$ cat src/rtl/subtractor_seq.sv
// Digit-serial subtractor: diff = a - b - bin, DIGIT bits per clock, LSB first.
// Ports: clk, rst_n, in_valid/in_ready/a/b/bin, out_valid/out_ready/diff/bout,
//   busy, ovf (signed overflow, only when SUB_OVF_FLAG_EN is defined).
module subtractor_seq #(
  parameter int WIDTH = 8,
  parameter int DIGIT = 4
) (
  input  logic             clk,
  input  logic             rst_n,
  input  logic             in_valid,
  output logic             in_ready,
  input  logic [WIDTH-1:0] a,
  input  logic [WIDTH-1:0] b,
  input  logic             bin,
  output logic             out_valid,
  input  logic             out_ready,
  output logic [WIDTH-1:0] diff,
  output logic             bout,
`ifdef SUB_OVF_FLAG_EN
  output logic             ovf,
`endif
  output logic             busy
);

  localparam int NDIG = WIDTH / DIGIT;
  localparam int IW   = (NDIG > 1) ? $clog2(NDIG) : 1;

  typedef enum logic [1:0] {
    IDLE,
    RUN,
    DONE
  } state_t;

  state_t             state;
  logic [WIDTH-1:0]   a_r;
  logic [WIDTH-1:0]   b_r;
  logic               borrow;
  logic [IW-1:0]      idx;

  logic [DIGIT-1:0]   sa;
  logic [DIGIT-1:0]   sb;
  logic [DIGIT:0]     sum;
  logic [WIDTH-1:0]   mask;
  logic [WIDTH-1:0]   diff_nxt;
  logic               last;
  logic               idx_ok;
  logic               accept;

  assign in_ready  = rst_n &
                     ((state == IDLE) |
                      ((state == DONE) & out_ready));
  assign accept    = in_valid & in_ready;
  assign out_valid = (state == DONE);
  assign busy      = (state == RUN);
  assign bout      = borrow;

  assign idx_ok = (int'(idx) < NDIG);
  assign last   = (int'(idx) == NDIG - 1);

  // a - b - bin == a + ~b + ~borrow per slice;
  // carry out of a slice means no borrow.
  always_comb begin
    sa       = DIGIT'(a_r >> (int'(idx) * DIGIT));
    sb       = DIGIT'(b_r >> (int'(idx) * DIGIT));
    sum      = {1'b0, sa} + {1'b0, ~sb} +
               {{DIGIT{1'b0}}, ~borrow};
    mask     = WIDTH'({DIGIT{1'b1}}) << (int'(idx) * DIGIT);
    diff_nxt = (diff & ~mask) |
               (WIDTH'(sum[DIGIT-1:0]) << (int'(idx) * DIGIT));
  end

  always_ff @(posedge clk or negedge rst_n) begin
    if (!rst_n) begin
      state  <= IDLE;
      a_r    <= '0;
      b_r    <= '0;
      borrow <= 1'b0;
      idx    <= '0;
      diff   <= '0;
`ifdef SUB_OVF_FLAG_EN
      ovf    <= 1'b0;
`endif
    end else begin
      case (state)
        IDLE, DONE: begin
          if (accept) begin
            state  <= RUN;
            a_r    <= a;
            b_r    <= b;
            borrow <= bin;
            idx    <= '0;
            diff   <= '0;
`ifdef SUB_OVF_FLAG_EN
            ovf    <= 1'b0;
`endif
          end else if (state == DONE && out_ready) begin
            state <= IDLE;
          end
        end
        RUN: begin
          if (!idx_ok) begin
            state <= IDLE;
            idx   <= '0;
          end else begin
            diff   <= diff_nxt;
            borrow <= ~sum[DIGIT];
            if (last) begin
              state <= DONE;
`ifdef SUB_OVF_FLAG_EN
              ovf   <= (a_r[WIDTH-1] ^ b_r[WIDTH-1]) &
                       (diff_nxt[WIDTH-1] ^ a_r[WIDTH-1]);
`endif
            end else begin
              idx <= idx + IW'(1);
            end
          end
        end
        default: state <= IDLE;
      endcase
    end
  end

endmodule
$ cat config.mk
export PLATFORM = sky130hd
export DESIGN_NAME = subtractor_seq
export DESIGN_NICKNAME = d
export VERILOG_FILES = /design/src/rtl/subtractor_seq.sv
export SDC_FILE = /design/constraint.sdc
export NUM_CORES = 1
export LEC_CHECK = 0
export CAP_MARGIN = 20
export CORE_MARGIN = 4
export CORE_UTILIZATION = 48
export CTS_BUF_LIST = sky130_fd_sc_hd__clkbuf_4 sky130_fd_sc_hd__clkbuf_8 sky130_fd_sc_hd__clkbuf_16
export CTS_CLUSTER_DIAMETER = 40
export DETAILED_ROUTE_END_ITERATION = 16
export PLACE_DENSITY_LB_ADDON = 0.12
export SYNTH_ARGS = -nofsm -noshare
export SYNTH_HDL_FRONTEND = slang
export SYNTH_SLANG_ARGS = --single-unit
export TNS_END_PERCENT = 50
$ cat constraint.sdc
create_clock -name clk -period 3.2 [get_ports clk]
set_clock_uncertainty 0.2 [all_clocks]
set_input_delay 0.64 -clock clk [delete_from_list [all_inputs] [get_ports clk]]
set_output_delay 0.64 -clock clk [all_outputs]
set_load 0.01 [all_outputs]
==> impl_metrics.json <==
{
  "drt-vias-per-instance": 5.40,
  "maxSlewHeadroom_pct": 70.1,
  "min_period_ns": 2.81,
  "insertion_delay_ns": 0.33,
  "routedWlPerCell_um": 14.4,
  "final_max_slew_viol_count": 0,
  "post-route-drc-count": 0,
  "hpwlAfterDp_um": 1800,
  "num_rows": 18,
  "hold_viol": 0,
  "leakage_nw": 0.776,
  "grt_overflow": 0,
  "synth_top_family_by_area": "multiplexers",
  "grt_max_degree": 30,
  "grt_pass1_vias": 919,
  "finalPower_mw": 1.66,
  "powerDensity_nw_per_um2": 973,
  "drt-total-wl_um": 2380,
  "clkTransAtPathRegs_ns": 0.14,
  "cts_tree": "built",
  "grt_first_pass_wirelength_um": 3960,
  "place_inst": 162,
  "die_y_um": 60.7,
  "boundaryPins": 33,
  "cts-resized-gates": 0,
  "stdcell_count": 166,
  "insertedDiodeCount": 0,
  "dieArea_sq_um": 3680,
  "antenna_found_initial": 0,
  "crit_start": "out_ready",
  "synth_cell_types": 29,
  "netlist_area_sq_um": 1330,
  "status": "complete, no violations",
  "synth_compound_area_share_pct": 8.46,
  "start_util_pct": 51.9,
  "cts_root_buffer": "clkbuf_4",
  "fill_cells": 215,
  "cts_made_buffers": 3,
  "worst_slack_ns": 0.393,
  "syn-instance-count": 102,
  "min_path_type": "reg -> reg",
  "postRouteAntennaNets": 0,
  "synth-simple-area-share_pct": 7.33,
  "worstPathArrival_ns": 1.97,
  "yosys_warnings": 0,
  "drt_iter0_drc": 37,
  "fin_crit_sh_pct": 87.7,
  "synth-seq-cells": 28,
  "area_growth_pct": 28.3,
  "die_w_um": 60.7,
  "ir_drop_uv": 596,
  "core_sq_um": 2570,
  "fmax_mhz": 356,
  "setup.worst_path.end_class": "output pin",
  "muxShareOfSynthArea_pct": 19.8,
  "cp-start-kind": "input pin",
  "r2r_start": "idx$_DFFE_PN0P_",
  "synthAdderAreaFrac_pct": 5.83,
  "io_buffers": 32,
  "worstPathRequired_ns": 2.36,
  "yosysSeqAreaShare_pct": 52.6,
  "firstDrtPassIters": 4,
  "rsz0062_at_grt": "false",
  "numClockSinks": 28,
  "clockBufferDepth": 2,
  "holdBufCountCts": 0,
  "synth_xor_area_share_pct": 1.32,
  "critPathMaxFanout": 3,
  "min_from": "diff[0]$_DFFE_PN0P_",
  "worst_pin_slew_ns": 0.449,
  "place_ws_ns": 0.391,
  "fin_setup_tns_ns": 0,
  "post_cts_buffers": 0,
  "grt_util_all_layers_pct": 14.5,
  "syn-num-nets": 128,
  "gp_congestion": 0.759,
  "syn_avg_cell_area_sq_um": 13.1,
  "drv_cap": 0,
  "htree_levels": 1,
  "critical_path_class": "in -> out",
  "setup_viol": 0,
  "dr_total_vias": 897,
  "nets": 163,
  "drive_gt1_share_pct": 22.1
}
[worst max-delay path, stage by stage]
cell and delay (ns):
clkdlybuf4s50_1 0.45, nand2b_1 0.13, and3b_1 0.21, clkdlybuf4s50_1 0.54
[metal layers]
metal / global-route usage, % / wire length, um
met1: 16.6 / 1010
met2: 26.1 / 1210
met3: 3.19 / 128
met4: 5.57 / 32
met5: 0 / 0
[stage by stage]
| step | utilization, % | hold slack, ns | cell area [sq um] |
|---|---|---|---|
| 6_report | 66.5 | 0.299 | 1710 |
| 3_5_place_dp | 65.1 | 0.272 | 1670 |
| 5_1_grt | 66.5 | 0.327 | 1710 |
| 4_1_cts | 66.5 | 0.304 | 1710 |
| 3_3_place_gp | 65.1 | 0.262 | 1670 |
| 2_1_floorplan | - | 0.144 | 1330 |
[logic make-up (layout without fill, tap and decap cells)]
family,Yosys count,in the layout
AND/OR/NAND/NOR,18,18
AO/OA/AOI/OAI,15,15
XOR/XNOR,2,2
buffers and inverters,10,44
flip-flops,28,28
adder cells (fa/ha/maj),5,5
multiplexers,24,24
[area by class of cell]
type	count	area, sq um	area share (%)
Sequential cell	28	701	41.0
Multi-Input combinational cell	64	569	33.3
Timing Repair Buffer	35	343	20.1
Tap cell	30	37.5	2.20
Clock buffer	4	36.3	2.12
Inverter	5	21.3	1.25
[power breakdown]
part | total [mW] | leakage (nW) | internal [mW] | switching [mW]
Clock | 0.172 | 0.0210 | 0.0697 | 0.102
Sequential | 0.611 | 0.343 | 0.506 | 0.105
Combinational | 0.879 | 0.412 | 0.477 | 0.402
Total | 1.66 | 0.776 | 1.05 | 0.609
[path summary, 6_finish.rpt]
| kind | endpoint | slack [ns] | cells after the start |
|---|---|---|---|
| max | in_ready | 0.39 | 4 |
| max in group asynchronous | b_r[5]$_DFFE_PN0P_ | 2.04 | 2 |
| min reg2reg | diff[0]$_DFFE_PN0P_ | 0.30 | 1 |
| min in group asynchronous | state[1]$_DFFE_PN0P_ | 0.50 | 2 |
| min | diff[0]$_DFFE_PN0P_ | 0.30 | 1 |
| max reg2reg | bout$_DFFE_PN0P_ | 0.55 | 7 |
[synth_stat cells]
| library cell | instances | share of area [%] |
|---|---|---|
| buf_6 | 2 | 1.7 |
| buf_2 | 2 | 0.75 |
| and3b_1 | 1 | 0.66 |
| mux2_2 | 19 | 16 |
| a21oi_1 | 1 | 0.38 |
| xnor2_1 | 1 | 0.66 |
| nand4b_1 | 1 | 0.66 |
| o21ai_0 | 4 | 1.5 |
| nand2_2 | 1 | 0.47 |
| ha_1 | 3 | 2.8 |
| nand2b_1 | 2 | 0.94 |
| nor2_1 | 4 | 1.1 |
| nand2_1 | 4 | 1.1 |
| nor2b_1 | 2 | 0.94 |
| and2_4 | 1 | 0.66 |
| a32oi_1 | 1 | 0.66 |
| a22o_1 | 3 | 2.0 |
| xor2_1 | 1 | 0.66 |
| a21oi_2 | 1 | 0.66 |
| dfrtp_1 | 28 | 53 |
| buf_4 | 1 | 0.56 |
| fa_1 | 2 | 3.0 |
| inv_4 | 1 | 0.47 |
| nor3_1 | 2 | 0.75 |
| a21o_1 | 2 | 1.1 |
| o2bb2ai_1 | 1 | 0.66 |
| mux2i_1 | 5 | 3.8 |
| inv_1 | 4 | 1.1 |
| a32o_1 | 2 | 1.5 |
[cells in the final DEF, fill, tap and decap left out]
cell type        synthesis  final
clkdlybuf4s50_1          0     32
dfrtp_1                 28     28
mux2_2                  19     19
mux2i_1                  5      5
inv_1                    4      4
nand2_1                  4      4
o21ai_0                  4      4
nor2_1                   4      4
a22o_1                   3      3
ha_1                     3      3
clkbuf_4                 0      3
buf_4                    1      3
nand2b_1                 2      2
nor2b_1                  2      2
a32o_1                   2      2
nor3_1                   2      2
a21o_1                   2      2
fa_1                     2      2
inv_4                    1      1
and3b_1                  1      1
a21oi_1                  1      1
xor2_1                   1      1
nand4b_1                 1      1
nand2_2                  1      1
and2_4                   1      1
a32oi_1                  1      1
a21oi_2                  1      1
xnor2_1                  1      1
o2bb2ai_1                1      1
clkbuf_8                 0      1
[registers in the layout, indices dropped and copies added, names as in the netlist]
name / count
a_r: 8
b_r: 8
bout: 1
idx: 1
diff: 8
state: 2
(Power assumes the default switching activity.)
